[src/rtl/alu_seq_pkg.sv]
// Shared constants for the wide-op sequencer: op codes, 16-bit ALU function
// selects, the sequencer state set and the flag bit positions.
package alu_seq_pkg;

  localparam int ALU_W = 16;
  localparam int WIDTH = 2 * ALU_W;

  localparam logic [2:0] OP_ADD  = 3'b000;
  localparam logic [2:0] OP_SUB  = 3'b001;
  localparam logic [2:0] OP_AND  = 3'b010;
  localparam logic [2:0] OP_OR   = 3'b011;
  localparam logic [2:0] OP_XOR  = 3'b100;
  localparam logic [2:0] OP_LSL  = 3'b101;
  localparam logic [2:0] OP_LSR  = 3'b110;
  localparam logic [2:0] OP_RSVD = 3'b111;

  localparam logic [4:0] FS_IDLE = 5'b10000;
  localparam logic [4:0] FS_ADD  = 5'b10100;
  localparam logic [4:0] FS_AND  = 5'b10111;
  localparam logic [4:0] FS_OR   = 5'b11000;
  localparam logic [4:0] FS_XOR  = 5'b11001;
  localparam logic [4:0] FS_LSL  = 5'b11011;
  localparam logic [4:0] FS_LSR  = 5'b11100;

  typedef enum logic [2:0] {
    ST_IDLE,
    ST_PASS1,
    ST_PASS2,
    ST_PASS3,
    ST_PASS4,
    ST_DONE
  } seq_state_e;

  localparam int FLAG_Z = 3;
  localparam int FLAG_C = 2;
  localparam int FLAG_N = 1;
  localparam int FLAG_O = 0;

  function automatic logic [4:0] logic_funsel(input logic [2:0] op);
    case (op)
      OP_AND:  return FS_AND;
      OP_OR:   return FS_OR;
      default: return FS_XOR;
    endcase
  endfunction

endpackage

[src/rtl/alu_seq_flags.sv]
// Z/C/N/O for a finished wide op, derived from operand signs, the assembled
// result and the carry the sequencer accumulated across passes.
module alu_seq_flags
  import alu_seq_pkg::*;
(
  input  logic [2:0]       op,
  input  logic             a_msb,
  input  logic             a_lsb,
  input  logic             b_msb,
  input  logic [WIDTH-1:0] result,
  input  logic             carry,
  output logic [3:0]       flags
);

  always_comb begin
    flags = '0;
    if (op != OP_RSVD) begin
      flags[FLAG_Z] = (result == '0);
      flags[FLAG_N] = result[WIDTH-1];
      case (op)
        OP_ADD: begin
          flags[FLAG_C] = carry;
          flags[FLAG_O] = (a_msb == b_msb) && (result[WIDTH-1] != a_msb);
        end
        OP_SUB: begin
          flags[FLAG_C] = carry;
          flags[FLAG_O] = (a_msb != b_msb) && (result[WIDTH-1] != a_msb);
        end
        OP_LSL:  flags[FLAG_C] = a_msb;
        OP_LSR:  flags[FLAG_C] = a_lsb;
        default: flags[FLAG_C] = 1'b0;
      endcase
    end
  end

endmodule

[src/rtl/alu_wide_op_sequencer.sv]
// Runs one 32-bit request as up to four registered 16-bit passes on the shared
// ALU, capturing AluOut at the end of each pass and strobing Done with the result.
module alu_wide_op_sequencer
  import alu_seq_pkg::*;
(
  input  logic             Clock,
  input  logic             Reset,
  input  logic             ReqValid,
  output logic             ReqReady,
  input  logic [2:0]       ReqOp,
  input  logic [WIDTH-1:0] ReqA,
  input  logic [WIDTH-1:0] ReqB,
  output logic             Done,
  output logic [WIDTH-1:0] Result,
  output logic [3:0]       FlagsOut,
  output logic             Error,
  output logic [ALU_W-1:0] AluA,
  output logic [ALU_W-1:0] AluB,
  output logic [4:0]       AluFunSel,
  output logic             AluWF,
  input  logic [ALU_W-1:0] AluOut
);

  seq_state_e       state, state_n;
  logic [2:0]       op_q, op_n;
  logic [WIDTH-1:0] a_q, b_q, a_src, b_src;
  logic [ALU_W-1:0] res_lo, res_hi, res_lo_n, res_hi_n;
  logic             c_lo, c_hi, c_lo_n, c_hi_n;
  logic [ALU_W-1:0] alu_a_n, alu_b_n;
  logic [4:0]       fun_n;
  logic             wf_n;
  logic [WIDTH-1:0] result_q;
  logic [3:0]       flags_q, flags_w;
  logic             error_q;
  logic             accept, finish_pass;

  assign accept      = (state == ST_IDLE) && ReqValid;
  assign finish_pass = (state != ST_IDLE) && (state != ST_DONE) && (state_n == ST_DONE);

  // Operands come straight from the request on the accepting edge so pass 1 is
  // already driven in the first cycle after accept.
  assign a_src = (state == ST_IDLE) ? ReqA  : a_q;
  assign b_src = (state == ST_IDLE) ? ReqB  : b_q;
  assign op_n  = (state == ST_IDLE) ? ReqOp : op_q;

  // Capture the pass that is closing and pick the next pass; carries are
  // unsigned wrap checks on the captured sums.
  always_comb begin
    state_n  = state;
    res_lo_n = res_lo;
    res_hi_n = res_hi;
    c_lo_n   = c_lo;
    c_hi_n   = c_hi;
    if (state == ST_IDLE) begin
      if (ReqValid) begin
        state_n  = (ReqOp == OP_RSVD) ? ST_DONE : ST_PASS1;
        res_lo_n = '0;
        res_hi_n = '0;
        c_lo_n   = 1'b0;
        c_hi_n   = 1'b0;
      end
    end else if (state == ST_DONE) begin
      state_n = ST_IDLE;
    end else begin
      case ({op_q, state})
        {OP_ADD, ST_PASS1}: begin
          res_lo_n = AluOut; c_lo_n = AluOut < a_q[ALU_W-1:0]; state_n = ST_PASS2;
        end
        {OP_ADD, ST_PASS2}: begin
          res_hi_n = AluOut; c_hi_n = AluOut < a_q[WIDTH-1:ALU_W];
          state_n  = c_lo ? ST_PASS3 : ST_DONE;
        end
        {OP_ADD, ST_PASS3}: begin
          res_hi_n = AluOut; c_hi_n = c_hi | (AluOut < res_hi); state_n = ST_DONE;
        end
        {OP_SUB, ST_PASS1}: begin
          res_lo_n = AluOut; c_lo_n = AluOut < a_q[ALU_W-1:0]; state_n = ST_PASS2;
        end
        {OP_SUB, ST_PASS2}: begin
          res_lo_n = AluOut; c_lo_n = c_lo | (AluOut < res_lo); state_n = ST_PASS3;
        end
        {OP_SUB, ST_PASS3}: begin
          res_hi_n = AluOut; c_hi_n = AluOut < a_q[WIDTH-1:ALU_W];
          state_n  = c_lo ? ST_PASS4 : ST_DONE;
        end
        {OP_SUB, ST_PASS4}: begin
          res_hi_n = AluOut; c_hi_n = c_hi | (AluOut < res_hi); state_n = ST_DONE;
        end
        {OP_AND, ST_PASS1}, {OP_OR, ST_PASS1}, {OP_XOR, ST_PASS1}: begin
          res_lo_n = AluOut; state_n = ST_PASS2;
        end
        {OP_AND, ST_PASS2}, {OP_OR, ST_PASS2}, {OP_XOR, ST_PASS2}: begin
          res_hi_n = AluOut; state_n = ST_DONE;
        end
        {OP_LSL, ST_PASS1}: begin res_lo_n = AluOut; state_n = ST_PASS2; end
        {OP_LSL, ST_PASS2}: begin
          res_hi_n = AluOut; state_n = a_q[ALU_W-1] ? ST_PASS3 : ST_DONE;
        end
        {OP_LSL, ST_PASS3}: begin res_hi_n = AluOut; state_n = ST_DONE; end
        {OP_LSR, ST_PASS1}: begin res_hi_n = AluOut; state_n = ST_PASS2; end
        {OP_LSR, ST_PASS2}: begin
          res_lo_n = AluOut; state_n = a_q[ALU_W] ? ST_PASS3 : ST_DONE;
        end
        {OP_LSR, ST_PASS3}: begin res_lo_n = AluOut; state_n = ST_DONE; end
        default: state_n = ST_IDLE;
      endcase
    end
  end

  // ALU drive for the pass about to start, registered on the same edge.
  always_comb begin
    alu_a_n = '0;
    alu_b_n = '0;
    fun_n   = FS_IDLE;
    wf_n    = state_n inside {ST_PASS1, ST_PASS2, ST_PASS3, ST_PASS4};
    case ({op_n, state_n})
      {OP_ADD, ST_PASS1}: begin alu_a_n = a_src[ALU_W-1:0]; alu_b_n = b_src[ALU_W-1:0]; fun_n = FS_ADD; end
      {OP_ADD, ST_PASS2}: begin alu_a_n = a_src[WIDTH-1:ALU_W]; alu_b_n = b_src[WIDTH-1:ALU_W]; fun_n = FS_ADD; end
      {OP_ADD, ST_PASS3}: begin alu_a_n = res_hi_n; alu_b_n = 16'h0001; fun_n = FS_ADD; end
      {OP_SUB, ST_PASS1}: begin alu_a_n = a_src[ALU_W-1:0]; alu_b_n = ~b_src[ALU_W-1:0]; fun_n = FS_ADD; end
      {OP_SUB, ST_PASS2}: begin alu_a_n = res_lo_n; alu_b_n = 16'h0001; fun_n = FS_ADD; end
      {OP_SUB, ST_PASS3}: begin alu_a_n = a_src[WIDTH-1:ALU_W]; alu_b_n = ~b_src[WIDTH-1:ALU_W]; fun_n = FS_ADD; end
      {OP_SUB, ST_PASS4}: begin alu_a_n = res_hi_n; alu_b_n = 16'h0001; fun_n = FS_ADD; end
      {OP_AND, ST_PASS1}, {OP_OR, ST_PASS1}, {OP_XOR, ST_PASS1}: begin
        alu_a_n = a_src[ALU_W-1:0]; alu_b_n = b_src[ALU_W-1:0]; fun_n = logic_funsel(op_n);
      end
      {OP_AND, ST_PASS2}, {OP_OR, ST_PASS2}, {OP_XOR, ST_PASS2}: begin
        alu_a_n = a_src[WIDTH-1:ALU_W]; alu_b_n = b_src[WIDTH-1:ALU_W]; fun_n = logic_funsel(op_n);
      end
      {OP_LSL, ST_PASS1}: begin alu_a_n = a_src[ALU_W-1:0]; fun_n = FS_LSL; end
      {OP_LSL, ST_PASS2}: begin alu_a_n = a_src[WIDTH-1:ALU_W]; fun_n = FS_LSL; end
      {OP_LSL, ST_PASS3}: begin alu_a_n = res_hi_n; alu_b_n = 16'h0001; fun_n = FS_OR; end
      {OP_LSR, ST_PASS1}: begin alu_a_n = a_src[WIDTH-1:ALU_W]; fun_n = FS_LSR; end
      {OP_LSR, ST_PASS2}: begin alu_a_n = a_src[ALU_W-1:0]; fun_n = FS_LSR; end
      {OP_LSR, ST_PASS3}: begin alu_a_n = res_lo_n; alu_b_n = 16'h8000; fun_n = FS_OR; end
      default: ;
    endcase
  end

  alu_seq_flags u_flags (
    .op     (op_q),
    .a_msb  (a_q[WIDTH-1]),
    .a_lsb  (a_q[0]),
    .b_msb  (b_q[WIDTH-1]),
    .result ({res_hi_n, res_lo_n}),
    .carry  (c_hi_n),
    .flags  (flags_w)
  );

  always_ff @(posedge Clock or negedge Reset) begin
    if (!Reset) begin
      state     <= ST_IDLE;
      op_q      <= '0;
      a_q       <= '0;
      b_q       <= '0;
      res_lo    <= '0;
      res_hi    <= '0;
      c_lo      <= 1'b0;
      c_hi      <= 1'b0;
      AluA      <= '0;
      AluB      <= '0;
      AluFunSel <= FS_IDLE;
      AluWF     <= 1'b0;
      result_q  <= '0;
      flags_q   <= '0;
      error_q   <= 1'b0;
    end else begin
      state     <= state_n;
      res_lo    <= res_lo_n;
      res_hi    <= res_hi_n;
      c_lo      <= c_lo_n;
      c_hi      <= c_hi_n;
      AluA      <= alu_a_n;
      AluB      <= alu_b_n;
      AluFunSel <= fun_n;
      AluWF     <= wf_n;
      if (accept) begin
        op_q <= ReqOp;
        a_q  <= ReqA;
        b_q  <= ReqB;
      end
      // Result and flags are loaded on the edge entering DONE and then held.
      if (accept && (ReqOp == OP_RSVD)) begin
        result_q <= '0;
        flags_q  <= '0;
        error_q  <= 1'b1;
      end else if (finish_pass) begin
        result_q <= {res_hi_n, res_lo_n};
        flags_q  <= flags_w;
        error_q  <= 1'b0;
      end
    end
  end

  assign ReqReady = (state == ST_IDLE);
  assign Done     = (state == ST_DONE);
  assign Error    = Done & error_q;
  assign Result   = result_q;
  assign FlagsOut = flags_q;

endmodule
[config.mk]
export PLATFORM = sky130hd
export DESIGN_NAME = alu_wide_op_sequencer
export DESIGN_NICKNAME = d
export VERILOG_FILES = /design/src/rtl/alu_seq_pkg.sv /design/src/rtl/alu_seq_flags.sv /design/src/rtl/alu_wide_op_sequencer.sv
export SDC_FILE = /design/constraint.sdc
export NUM_CORES = 1
export LEC_CHECK = 0
export CORE_MARGIN = 5
export CORE_UTILIZATION = 36
export DETAILED_ROUTE_END_ITERATION = 8
export SYNTH_ARGS = -nofsm -noshare
export SYNTH_HDL_FRONTEND = slang
export SYNTH_SLANG_ARGS = --single-unit
[constraint.sdc]
create_clock -name Clock -period 5.06 [get_ports Clock]
set_input_delay 1.012 -clock Clock [delete_from_list [all_inputs] [get_ports Clock]]
set_output_delay 1.012 -clock Clock [all_outputs]
set_load 0.1 [all_outputs]
==> impl_metrics.yaml, run 1 <==
critical_path:
  worstPathMaxFanout: 30
  cp_cell_sequence: "or3_1 -> clkinv_2 -> buf_4 -> buf_4"
  cpMostUsedCell: "buf_4"
  worstPathArrival_ps: 2750
  worstPathRequired_ps: 4050
  worstSetupPathType: "flip-flop to output pin"
  slowest_delay_ps: 680
  end_kind: "output pin"
  crit_slowest_cell: "or3_1"
  critical_path_buf_inv_count: 3
  cp_top_family: "buffers and inverters"
  cp-start-kind: "flip-flop"
global_routing:
  grt_pass1_vias: 9345
  grt_pass1_wl_um: 56300
  grt-ovfl-total: 0
  grt_max_degree: 99
  antenna_found_initial: 1
  track_usage_pct: 21.6
route:
  vias: 9616
  vias_per_cell: 5.52
  drt_pass1_iterations: 5
  routed_wirelength_um: 36700
  drtIter0Drc: 664
  wire_per_inst_um: 21.1
  detail-route-antenna-nets: 0
  drc: 0
placement:
  gp_congestion: 0.929
  port_buffers: 161
  dp_cells: 1710
  dp_hpwl_um: 26900
  placedInstanceArea_sq_mm: 0.0128
cells_and_area:
  layout.cells.non_filler: 1742
  drive_above_1_share_pct: 9.32
  fin_area_sq_mm: 0.0134
  syn2layout_area_growth_pct: 23.1
  n_fill_cell: 2854
  diodes: 0
  layout.nets: 1485
synthesis:
  syn_nets: 1364
  synthFlopType: "dfrtp_1"
  seq_area_frac_synth_pct: 41.0
  async_flop_share_pct: 100
  netlist_area_sq_mm: 0.0109
  synth_top_area_share_pct: 41.0
  syn_avg_cell_area_sq_um: 8.92
  synth_cell_types: 83
  syn_inst: 1218
  synth_edf_count: 0
  synth_seq_cells: 178
  netlist.top_cell.by_area: "dfrtp_1"
  ys_warn_count: 0
  synthTopCellsByArea: "dfrtp_1 (41%), ha_1 (6.9%), nand2_1 (6.8%)"
floorplan:
  die_y_um: 184
  die_x_um: 184
  die_area_sq_mm: 0.0338
  io_pins: 163
  start_util_pct: 36.6
  core-area_sq_mm: 0.0297
  rows: 63
timing:
  rsz0062_at_grt: "no"
  final.min_clock_period_ps: 3760
  final_hold_viol_count: 0
  fin_setup_tns_ps: 0
  fmax_mhz: 266
  final_max_slew_viol_count: 0
  hold_ws_ps: 474
  finalCritPeriodShare_pct: 74.4
  setup_viol: 0
  worst_pin_slew_ps: 1220
  max_slew_margin_pct: 18.0
  finalClockSkew_ps: 20.8
flow_run:
  max_cap_viol_count: 0
clock_network:
  hold_buffers: 0
  clock-sinks: 178
  clk_pin_slew_ps: 70
  cts_root_buf: "clkbuf_16"
  cts_tree: "done"
  cts_buffer_depth: 2
  cts_buffers: 17
  post_cts_buffers: 0
  htreeDepth: 4
  ctsResizeCount: 0
  clkLatencyLatePin_ps: 450
outcome:
  outcome: "finished, final reports clean"
pwr:
  leakagePower_uw: 0.00611
  ir_drop_v: 0.000386
  p_per_area_mw_per_mm2: 716
min_path:
  hp-class: "flip-flop to flip-flop"
-- power by group --
group	internal [uW]	total [uW]	switching [uW]	leakage [uW]
combinational	1780	5780	4010	0.00353
clock	763	1430	662	0.000290
sequential	1990	2370	379	0.00229
-- sequential cells by signal, indices dropped and copies added, names as in the netlist --
name	count
AluFunSel	4
res_lo	16
b_q	32
error_q	1
state	3
res_hi	16
op_q	3
a_q	32
Result	32
c_hi	1
AluWF	1
FlagsOut	4
c_lo	1
AluA	16
AluB	16
-- cell usage after synthesis (10+ instances only) --
| cell | n |
|---|---|
| clkbuf_1 | 45 |
| and3_1 | 15 |
| o21ai_0 | 89 |
| nand2_1 | 197 |
| ha_1 | 60 |
| buf_2 | 17 |
| nand3_1 | 44 |
| nor3_1 | 23 |
| nor2b_1 | 12 |
| mux2i_1 | 44 |
| inv_1 | 99 |
| a221oi_1 | 10 |
| nor2_1 | 51 |
| nor4_1 | 17 |
| a21o_1 | 27 |
| o211ai_1 | 11 |
| a21oi_1 | 55 |
| dfrtp_1 | 178 |
| nand4_1 | 27 |
| mux2_2 | 31 |
-- per-layer routing --
| layer | part of all wire [%] | GRT usage, % |
|---|---|---|
| met5 | 0.035 | 0 |
| met1 | 45 | 29.6 |
| met4 | 2.7 | 6.54 |
| met2 | 45 | 34.7 |
| met3 | 6.6 | 4.45 |
-- layout by cell type, fill, tap and decap left out, drive strengths merged, types with 24 or more instances in the layout --
cell type,count
clkdlybuf4s50,157
dfrtp,178
a21oi,55
o21ai,90
inv,110
nand3,44
a21o,27
buf,24
nor2,51
mux2i,44
mux2,32
nand4,28
nand2,197
nor3,27
ha,60
-- stage by stage --
stage	setup slack (ps)	util, %	power (uW)
3_5_place_dp	1000	42.9	8150
4_1_cts	1310	45.0	9600
3_3_place_gp	1070	42.9	8080
5_1_grt	1100	45.0	10200
6_report	1300	45.0	9580
2_1_floorplan	1450	-	6560
-- area by class of cell --
cell class / instances / area [sq um] / area share, %
clock buffers: 19 / 443 / 3.31
repair buffers: 181 / 1770 / 13.2
multi-input cells: 857 / 5660 / 42.3
well taps: 390 / 488 / 3.65
inverters: 104 / 392 / 2.93
clock inverters: 13 / 168 / 1.25
flip-flops and latches: 178 / 4450 / 33.3
-- cells by family (layout without fill, tap and decap cells) --
logic type / count (synthesis) / in the layout / share of synthesized area, %
AO/OA/AOI/OAI: 283 / 283 / 17.9
multiplexers: 76 / 76 / 7.41
buffers and inverters: 183 / 317 / 7.14
AND/OR/NAND/NOR: 434 / 434 / 19.4
flip-flops: 178 / 178 / 41.0
adder cells (fa/ha/maj): 60 / 60 / 6.91
other: 1 / 1 / 0.0345
XOR/XNOR: 3 / 3 / 0.242
-- path summary, 6_finish.rpt --
path | from | to | slack, ps | depth (start not counted)
max | state[0]$_DFF_PN0_ | ReqReady | 1300 | 4
min | b_q[13]$_DFFE_PN0P_ | b_q[13]$_DFFE_PN0P_ | 470 | 2
max reg2reg | state[0]$_DFF_PN0_ | AluA[11]$_DFF_PN0_ | 1320 | 7
min reg2reg | b_q[13]$_DFFE_PN0P_ | b_q[13]$_DFFE_PN0P_ | 470 | 2
max in group asynchronous | Reset | res_hi[13]$_DFF_PN0_ | 3450 | 2
min in group asynchronous | Reset | a_q[18]$_DFFE_PN0P_ | 590 | 1
-- worst reg2reg max path, cell delays in order, from the launching register on --
cell	delay [ps]
dfrtp_1	840
or3_1	480
clkinv_2	330
mux2i_1	610
a2111oi_2	130
nand4_2	200
and3_1	710
o221ai_1	280
Power figures use the tool's default switching activity.
==> run 2, diff against run 1 <==
==> constraint.sdc (replaced) <==
create_clock -name Clock -period 3.82 [get_ports Clock]
set_input_delay 0.764 -clock Clock [delete_from_list [all_inputs] [get_ports Clock]]
set_output_delay 0.764 -clock Clock [all_outputs]
set_load 0.1 [all_outputs]
==> impl_metrics.yaml, run 2 (synthesis gave the netlist of run 1 again) <==
pwr:
  seq_power_share_pct: 24.1
  ir_drop_v: 0.000465
  leakagePower_uw: 0.00633
  p_switching_uw: 6810
  clkPwrFrac_pct: 14.1
  p_comb_share_pct: 61.8
  power.internal_uw: 6110
  sw_frac_of_total_pct: 52.7
  p_per_area_mw_per_mm2: 941
timing:
  final_hold_viol_count: 0
  final.min_clock_period_ps: 3480
  max_slew_margin_pct: 29.2
  rsz0062_at_grt: "no"
  worst_pin_slew_ps: 1060
  setup_ws_ps: 341
  finalCritPeriodShare_pct: 91.1
  fmax_mhz: 287
  hold_ws_ps: 354
  fin_setup_tns_ps: 0
  finalClockSkew_ps: 22.8
  setup_viol: 0
  final_max_slew_viol_count: 0
clock_network:
  cts_buffers: 17
  cts_buffer_depth: 2
  cts_tree: "done"
  ctsResizeCount: 0
  htreeDepth: 4
  clkLatencyLatePin_ps: 450
  clk_pin_slew_ps: 80
  post_cts_buffers: 0
  clock-sinks: 178
  cts_root_buf: "clkbuf_16"
  hold_buffers: 0
placement:
  post-place-ws_ps: 143
  port_buffers: 161
  gp_congestion: 0.922
  dp_hpwl_um: 28400
floorplan:
  io_pins: 163
  rows: 63
  core-area_sq_mm: 0.0297
  die_x_um: 184
  die_area_sq_mm: 0.0338
  die_y_um: 184
  start_util_pct: 36.6
critical_path:
  worstPathArrival_ps: 3740
  end_kind: "flip-flop"
  worstPathMaxFanout: 18
  worstSetupPathType: "flip-flop to flip-flop"
  worstPathRequired_ps: 4080
  cp-start-kind: "flip-flop"
flow_run:
  max_cap_viol_count: 0
cells_and_area:
  final_cell_mix: "nand2_1 (197), dfrtp_1 (178), clkdlybuf4s50_1 (157)"
  final_util_pct: 46.2
  syn2layout_area_growth_pct: 26.3
  drive_above_1_share_pct: 12.2
  layout_commonest_cell: "nand2_1"
  layout.nets: 1529
  diodes: 0
  n_fill_cell: 2885
global_routing:
  grt_max_degree: 83
  grt-ovfl-total: 0
  grt_pass1_wl_um: 57100
  grt_pass1_vias: 9553
  antenna_found_initial: 4
  track_usage_pct: 21.9
route:
  drtIter0Drc: 821
  vias_per_cell: 5.53
  detail-route-antenna-nets: 0
  wire_per_inst_um: 20.9
  routed_wirelength_um: 37300
  drc: 0
  vias: 9871
  drt_pass1_iterations: 5
min_path:
  hp-class: "input pin to async pin"
outcome:
  outcome: "finished, final reports clean"
[run 2: per-stage QoR]
| step | cells | instance area (sq um) | power [uW] |
|---|---|---|---|
| final | 1786 | 13700 | 12900 |
| after global routing | 1786 | 13700 | 13700 |
| after CTS | 1786 | 13700 | 13000 |
| after detailed placement | 1754 | 13100 | 11100 |
| after global placement | 1754 | 13100 | 11000 |
| after floorplan | 1218 | 10900 | 8690 |
[run 2: final timing paths]
check | start | end | slack (ps) | depth (start not counted)
setup / recovery | state[1]$_DFF_PN0_ | AluA[11]$_DFF_PN0_ | 340 | 7
hold / removal | Reset | a_q[21]$_DFFE_PN0P_ | 350 | 1
setup reg to reg | state[1]$_DFF_PN0_ | AluA[11]$_DFF_PN0_ | 340 | 7
hold reg to reg | b_q[20]$_DFFE_PN0P_ | b_q[20]$_DFFE_PN0P_ | 480 | 2
max in group asynchronous | Reset | b_q[14]$_DFFE_PN0P_ | 2560 | 2
min in group Clock | b_q[20]$_DFFE_PN0P_ | b_q[20]$_DFFE_PN0P_ | 480 | 2
[run 2: power by group through the flow]
| stage | combinational, uW | sequential (uW) | clock, uW |
|---|---|---|---|
| 2_1_floorplan | 4290 | 4400 | 0 |
| 3_3_place_gp | 7870 | 3130 | 0 |
| 3_5_place_dp | 7960 | 3140 | 0 |
| 4_1_cts | 7980 | 3110 | 1860 |
| 5_1_grt | 8610 | 3200 | 1940 |
| 6_report | 7980 | 3110 | 1820 |
[run 2: final cells by class]
type	instances	area, sq um	area share (%)
multi-input cells	857	5660	41.2
flip-flops and latches	178	4450	32.5
repair buffers	225	2120	15.5
well taps	390	488	3.56
clock buffers	17	425	3.10
inverters	104	392	2.85
clock inverters	15	183	1.33
[run 2: layer usage]
metal	wire length [um]	global-route usage, %	share of wire (%)
met1	16400	29.9	44
met2	17200	35.2	46
met3	2400	4.10	6.4
met4	1270	7.48	3.4
met5	52	0	0.14
[run 2: worst max-delay path: stages (launching register included)]
cell       delay [ps]
dfrtp_1           790
or3_1             250
clkinv_2          360
o21ai_0           650
a2111oi_2          70
nand4_2           180
and3_1            720
o221ai_1          270
==> run 3, diff against run 2 <==
--- a/config.mk
+++ b/config.mk
@@ -8,6 +8,7 @@
 export CORE_MARGIN = 5
 export CORE_UTILIZATION = 36
 export DETAILED_ROUTE_END_ITERATION = 8
+export PLACE_DENSITY_LB_ADDON = 0.3
 export SYNTH_ARGS = -nofsm -noshare
 export SYNTH_HDL_FRONTEND = slang
 export SYNTH_SLANG_ARGS = --single-unit
==> impl_metrics.yaml, run 3 (synthesis gave the netlist of run 1 again) <==
critical_path:
  cp_cell_sequence: "or3b_1 -> a2bb2oi_2 -> mux2i_1 -> and3_1 -> inv_1 -> a221o_1 -> or4_1 -> o31ai_2"
  r2r_start: "op_q[0]$_DFFE_PN0P_"
  timing.rr.end: "FlagsOut[3]$_DFFE_PN0P_"
  slowest_delay_ps: 730
  worstPathRequired_ps: 4180
  crit_end: "FlagsOut[3]$_DFFE_PN0P_"
  worstPathMaxFanout: 16
  cp-start-kind: "flip-flop"
  reg2regPathDepth: 8
  worstPathArrival_ps: 3750
  rrSetupSlack_ps: 440
  end_kind: "flip-flop"
  startpoint: "op_q[0]$_DFFE_PN0P_"
  crit_slowest_cell: "a2bb2oi_2"
  worstSetupPathType: "flip-flop to flip-flop"
global_routing:
  grt_max_degree: 93
  grt_pass1_wl_um: 57100
  grt_pass1_vias: 9466
  antenna_found_initial: 0
  grt-ovfl-total: 0
  track_usage_pct: 21.8
route:
  drt_pass1_iterations: 5
  routed_wirelength_um: 37300
  wirelength_met1_um: 16100
  drtIter0Drc: 864
  wire_per_inst_um: 20.9
  top_layer: "met4"
  vias: 9715
  detail-route-antenna-nets: 0
  wl_met3_um: 2860
  drc: 0
  met2_length_um: 16900
  vias_per_cell: 5.46
placement:
  dp_hpwl_um: 28100
  gp_congestion: 0.947
  port_buffers: 161
  dp_cells: 1748
timing:
  setup_viol: 0
  finalClockSkew_ps: 13.5
  final_hold_viol_count: 0
  fin_setup_tns_ps: 0
  hold_ws_ps: 234
  final_max_slew_viol_count: 0
  finalCritPeriodShare_pct: 88.6
  final.min_clock_period_ps: 3380
  fmax_mhz: 295
  rsz0062_at_grt: "no"
  max_slew_margin_pct: 29.2
  worst_pin_slew_ps: 1060
floorplan:
  start_util_pct: 36.6
  die_y_um: 184
  rows: 63
  die_area_sq_mm: 0.0338
  core-area_sq_mm: 0.0297
  die_x_um: 184
  io_pins: 163
pwr:
  p_per_area_mw_per_mm2: 946
  ir_drop_v: 0.000408
  power.total_uw: 13000
  leakagePower_uw: 0.00631
clock_network:
  hold_buffers: 0
  cts_root_buf: "clkbuf_16"
  clock-sinks: 178
  cts_tree: "done"
  post_cts_buffers: 0
  clk_pin_slew_ps: 80
  cts_buffers: 17
  htreeDepth: 4
  clkLatencyLatePin_ps: 450
  cts_buffer_depth: 2
  ctsResizeCount: 0
cells_and_area:
  syn2layout_area_growth_pct: 26.1
  diodes: 0
  layout.nets: 1523
  drive_above_1_share_pct: 11.9
  layout.cells.non_filler: 1780
  final_cell_mix: "nand2_1 (197), dfrtp_1 (178), clkdlybuf4s50_1 (157)"
  layout_commonest_cell: "nand2_1"
outcome:
  outcome: "finished, final reports clean"
flow_run:
  max_cap_viol_count: 0
min_path:
  hp-class: "input pin to async pin"
-- run 3: changes by cell type in the layout (fill, tap and decap cells not counted), sizes merged --
cell | before | now
bufinv | 0 | 1
clkinvlp | 1 | 0
buf | 68 | 62
-- run 3: worst min-delay path by stage --
stage	end	slack (ps)	cells after the start
2_1_floorplan	b_q[0]$_DFFE_PN0P_	440	2
3_3_place_gp	b_q[25]$_DFFE_PN0P_	460	2
3_5_place_dp	b_q[18]$_DFFE_PN0P_	460	2
4_1_cts	a_q[21]$_DFFE_PN0P_	250	1
5_1_grt	a_q[21]$_DFFE_PN0P_	270	1
6_report	a_q[21]$_DFFE_PN0P_	230	1
-- run 3: area by class of cell --
type,instances,area [sq um]
fillers,2854,16000
multi-input cells,857,5660
flip-flops and latches,178,4450
repair buffers,219,2080
well taps,390,488
clock buffers,17,425
inverters,104,392
clock inverters,15,205
-- run 3: routing by layer --
| layer | track usage (%) | up-vias |
|---|---|---|
| li1 | - | 4629 |
| met1 | 29.7 | 4629 |
| met2 | 34.2 | 384 |
| met3 | 4.89 | 73 |
| met4 | 8.31 | 0 |
| met5 | 0 | - |
-- run 3: report_power, final --
| part | leakage [uW] | total, uW | switching, uW | internal, uW |
|---|---|---|---|---|
| clock network | 0.000305 | 1890 | 938 | 956 |
| logic | 0.00372 | 7990 | 5440 | 2550 |
| registers | 0.00229 | 3080 | 443 | 2640 |
-- run 3: metrics by stage --
| step | cell area (sq um) | worst slack [ps] | util [%] |
|---|---|---|---|
| 5_1_grt | 13700 | 306 | 46.1 |
| 3_3_place_gp | 13100 | 301 | 44.0 |
| 4_1_cts | 13700 | 478 | 46.1 |
| 3_5_place_dp | 13100 | 243 | 44.0 |
| 6_report | 13700 | 436 | 46.1 |
| 2_1_floorplan | 10900 | 457 | - |
-- run 3: worst max-delay path, delay by kind of cell (launching register included) --
family,cells,cell delay (ps)
compound gates,3,1180
mux,1,250
simple gates,3,1180
buf+inv,1,110
flops,1,570
==> RTL edit 1: new RTL, settings of run 2 <==
Make the reset (`Reset`) synchronous in one clocked block.
--- a/src/rtl/alu_wide_op_sequencer.sv
+++ b/src/rtl/alu_wide_op_sequencer.sv
@@ -149,3 +149,3 @@
 
-  always_ff @(posedge Clock or negedge Reset) begin
+  always_ff @(posedge Clock) begin
     if (!Reset) begin
Function: differs if Reset is asserted again (counterexample within 4 cycles, from zero or initial values and one cycle with Reset low); with Reset held inactive, the same outputs for 4 cycles.
==> RTL edit 1 against run 2 <==
Die area down 12%; area after synthesis is 13% lower; worst setup slack gained 0.16 ns; design area is 11% lower; routed wire length fell by 14%; sequential cell count unchanged; critical path type unchanged; highest routed layer unchanged.
Power is not compared: it rests on default switching activity, and its combinational part moved more than twofold at a synthesized area within 25%.
==> RTL edit 1: results (changes against run 2) <==
Outcome
  • Status: finished, final reports clean (unchanged)

Synthesis
  • FFs w/ async S/R, synth: 0% (was 100%)
  • Synth unique cells: 66 (was 83)
  • Top cells by area, synth: dfxtp_1 (38%), a21oi_1 (8.3%), ha_1 (7.9%) (was dfrtp_1 (41%), ha_1 (6.9%), nand2_1 (6.8%))
  • Sequential area share after synthesis: 37.7% (was 41.0%)
  • Top post-synthesis cells by count: nand2_1 (186), dfxtp_1 (178), a21oi_1 (157) (was nand2_1 (197), dfrtp_1 (178), inv_1 (99))
  • Most used DFF post-synth: dfxtp_1 (was dfrtp_1)
  • Synthesized Nets: 1333 (was 1364)

Route
  • Number of DRC markers in iteration 0: 633 (was 821)
  • WL per Instance: 19.1 um (was 20.9 um)
  • Drt via density: 5.37 (was 5.53)

GRT
  • Vias in the first global route: 8385 (was 9553)
  • Initial antenna violation count: 1 (was 4)
  • First-pass GRT wire length: 48600 um (was 57100 um)

Final layout
  • Layout cells sized above 1: 8.00% (was 12.2%)
  • NumNets Final: 1483 (was 1529)
  • Fillcell total: 2583 (was 2885)

STA
  • Worst-margin pin slew: 1.05 ns (was 1.06 ns)
  • Clock Skews: 0.0103 ns (was 0.0228 ns)

Worst setup path
  • Crit path max fanout: 17 (was 18)
  • Worst path max stage delay: 0.73 ns (was 0.79 ns)
  • Arrival time worst endpoint: 3.70 ns (was 3.74 ns)
  • Cell type of the slowest stage on the worst timing path: dfxtp_1 (was dfrtp_1)

Place
  • Gpl congestion: 0.904 (was 0.922)
  • Placed wire-length estimate: 23800 um (was 28400 um)

Hold path
  • Hold Crit Class: reg -> reg (was in -> async)

Clock network
  • Root Buffer: clkbuf_16 (unchanged)
[RTL edit 1: changes by cell type after synthesis, sizes merged, moves of 38 or more]
cell,run 2,this run
o21ai,90,21
nor2,51,98
nand3,44,5
a21oi,55,159
dfxtp,0,178
dfrtp,178,0
inv,104,66
[RTL edit 1: metal layers]
| layer | up-vias | routed length (um) | global-route usage (%) |
|---|---|---|---|
| met2 | 315 | 14300 | 32.8 |
| met4 | 2 | 786 | 6.56 |
| met1 | 4233 | 14400 | 29.3 |
| met3 | 41 | 2600 | 5.14 |
| met5 | - | 11 | 0 |
| li1 | 4460 | - | - |
[RTL edit 1: where the power goes]
| group | leakage [nW] | internal (mW) | switching [mW] |
|---|---|---|---|
| clock | 0.291 | 0.899 | 0.869 |
| combinational | 2.98 | 0.893 | 1.84 |
| sequential | 1.45 | 2.06 | 0.145 |
| total | 4.72 | 3.85 | 2.86 |
[RTL edit 1: path summary, 6_finish.rpt]
| kind | from | to | slack, ns | cells past startpoint |
|---|---|---|---|---|
| worst max-delay path | state[0] | FlagsOut[3] | 0.50 | 10 |
| worst min-delay path | b_q[29] | b_q[29] | 0.45 | 2 |
| worst max register to register | state[0] | FlagsOut[3] | 0.50 | 10 |
| worst min register to register | b_q[29] | b_q[29] | 0.45 | 2 |
[RTL edit 1: worst register-to-register path, stage by stage (launching register included)]
cell	delay, ns
dfxtp_1	0.73
nand2b_1	0.18
nor3_1	0.35
and3_4	0.28
a21o_1	0.22
mux2i_2	0.15
buf_4	0.20
a22o_1	0.23
or4_1	0.40
or3_1	0.39
o21ai_1	0.13
[RTL edit 1: final cells by class]
cell class	count	area [um2]	share of cell area [%]
inverter	66	249	2.04
clock buffer	18	439	3.60
clock inverter	14	166	1.36
tap	335	419	3.44
sequential	178	3560	29.2
timing repair buffer	211	2000	16.4
multi-input combinational	863	5360	43.9
[RTL edit 1: per-stage QoR]
step / total power, mW / area, um2 / std cells / setup slack [ns] / hold slack [ns]
floorplan: 4.11 / 9460 / 1187 / 0.219 / 0.436
global placement: 4.94 / 11600 / 1653 / 0.384 / 0.441
detailed placement: 4.97 / 11600 / 1653 / 0.331 / 0.446
CTS: 6.74 / 12200 / 1685 / 0.564 / 0.456
global route: 7.04 / 12200 / 1685 / 0.364 / 0.473
finish: 6.71 / 12200 / 1685 / 0.498 / 0.453
[RTL edit 1: logic make-up (layout without fill, tap and decap cells)]
logic type / count (synthesis) / count (layout) / synth area share (%)
xor gates and xnor gates: 2 / 2 / 0.185
buffers and inverters: 146 / 309 / 6.03
DFF: 178 / 178 / 37.7
other: 1 / 1 / 0.0397
AOI/OAI and AO/OA: 312 / 312 / 20.4
muxes: 76 / 76 / 8.16
and+or+nand+nor: 412 / 412 / 19.5
adders and majority gates: 60 / 60 / 7.94
==> RTL edit 2: new RTL, config.mk and constraints of run 2 <==
Without the edit above. Change the package constant `ALU_W` from 16 to 24.
--- a/src/rtl/alu_seq_pkg.sv
+++ b/src/rtl/alu_seq_pkg.sv
@@ -4,3 +4,3 @@
 
-  localparam int ALU_W = 16;
+  localparam int ALU_W = 24;
   localparam int WIDTH = 2 * ALU_W;
Ports: changed (6 resized); port bits go from 163 to 235. The function was not compared with the original's and may differ.
==> RTL edit 2 against run 2 <==
Combinational power grew 34%; register-to-register slack gained 0.34 ns; worst setup slack better by 0.10 ns; routed wire length increased by 34%; area after synthesis increased by 34%; sequential cell count grew 80; design area grew 37%; fmax rose by 3.0%; power rose by 42%; largest power group unchanged.
==> RTL edit 2: results (changes against run 2) <==
STA
  • Hold_ws: 0.168 ns (was 0.354 ns)
  • Clock Skews: 0.0327 ns (was 0.0228 ns)
  • Min cycle time layout: 3.38 ns (was 3.48 ns)

Worst setup path
  • Reg-to-Reg End: AluA[19] (was AluA[11])
  • CP startpoint: state[0] (was state[1])
  • Crit path max fanout: 67 (was 18)
  • Reg-to-reg setup timing slack: 0.68 ns (was 0.34 ns)
  • Worst path max stage delay: 0.61 ns (was 0.79 ns)
  • Largest delay contributor family on the critical path: buffers and inverters (was simple AND/OR/NAND/NOR gates)
  • Setup crit end: ReqReady (was AluA[11])
  • Worst R2R Start: op_q[0] (was state[1])

Clock network
  • Clock Tree Buf Depth: 3 (was 2)
  • Clk slew on worst S/H paths: 0.06 ns (was 0.08 ns)
  • TritonCTS Buffers: 31 (was 17)

Place
  • Gpl congestion: 0.932 (was 0.922)
  • Placed wire-length estimate: 36300 um (was 28400 um)
  • Placed Cells: 2306 (was 1754)
  • Placed Area: 0.0178 mm2 (was 0.0131 mm2)
  • # port buffers: 233 (was 161)
  • Pre-CTS WS: 0.223 ns (was 0.143 ns)

Synthesis
  • Sequential area share after synthesis: 44.2% (was 41.0%)
  • Synth unique cells: 67 (was 83)
  • Top post-synthesis cells by count: nand2_1 (336), dfrtp_1 (258), inv_1 (121) (was nand2_1 (197), dfrtp_1 (178), inv_1 (99))
  • Synthesized instance count: 1589 (was 1218)
  • Top cells by area, synth: dfrtp_1 (44%), nand2_1 (8.6%), ha_1 (7.9%) (was dfrtp_1 (41%), ha_1 (6.9%), nand2_1 (6.8%))

GRT
  • Grt met1 use: 28.6% (was 29.9%)
  • Met3 Use GR: 4.70% (was 4.10%)
  • Largest net degree at the start of global routing: 135 (was 83)
  • GRT Total Usage: 21.8% (was 21.9%)

Route
  • Wl on met1: 21100 um (was 16400 um)
  • WL per Instance: 21.1 um (was 20.9 um)
  • Uppermost routed layer: met4 (was met5)
  • Number of DRC markers in iteration 0: 784 (was 821)
  • Drt via density: 5.39 (was 5.53)

Pwr
  • Max IR drop VDD: 0.419 mV (was 0.465 mV)
  • Switching Fraction: 51.0% (was 52.7%)
  • Sequential power share: 25.0% (was 24.1%)

Outcome
  • Status: finished, final reports clean (unchanged)

Final layout
  • NumNets Final: 2032 (was 1529)
  • Finished Layout Cells: 2366 (was 1786)
  • Layout cells sized above 1: 8.59% (was 12.2%)
-- RTL edit 2: cell types whose count changed after synthesis, sizes merged, moves of 29 or more --
cell          run 2  this run
nand2           197       336
dfrtp           178       258
a22o              1        49
o31ai            10        50
ha               60        92
mux2             32         0
mux2i            44        73
-- RTL edit 2: kinds of logic (layout without fill, tap and decap cells) --
logic type / count (synthesis) / in the layout / share of synthesized area, %
adder cells (fa/ha/maj): 92 / 92 / 7.89
flip-flops: 258 / 258 / 44.2
AND/OR/NAND/NOR: 527 / 527 / 16.0
AO/OA/AOI/OAI: 408 / 408 / 20.2
buffers and inverters: 227 / 477 / 6.45
XOR/XNOR: 3 / 3 / 0.180
other: 1 / 3 / 0.0257
multiplexers: 73 / 73 / 5.01
-- RTL edit 2: cell type report --
cell class              count  area share (%)
clock inverters            13           0.732
clock buffers              45            4.83
repair buffers            297            15.5
inverters                 122            2.46
well taps                 525            3.49
multi-input cells        1104            38.6
diodes                      2          0.0266
flip-flops and latches    258            34.3
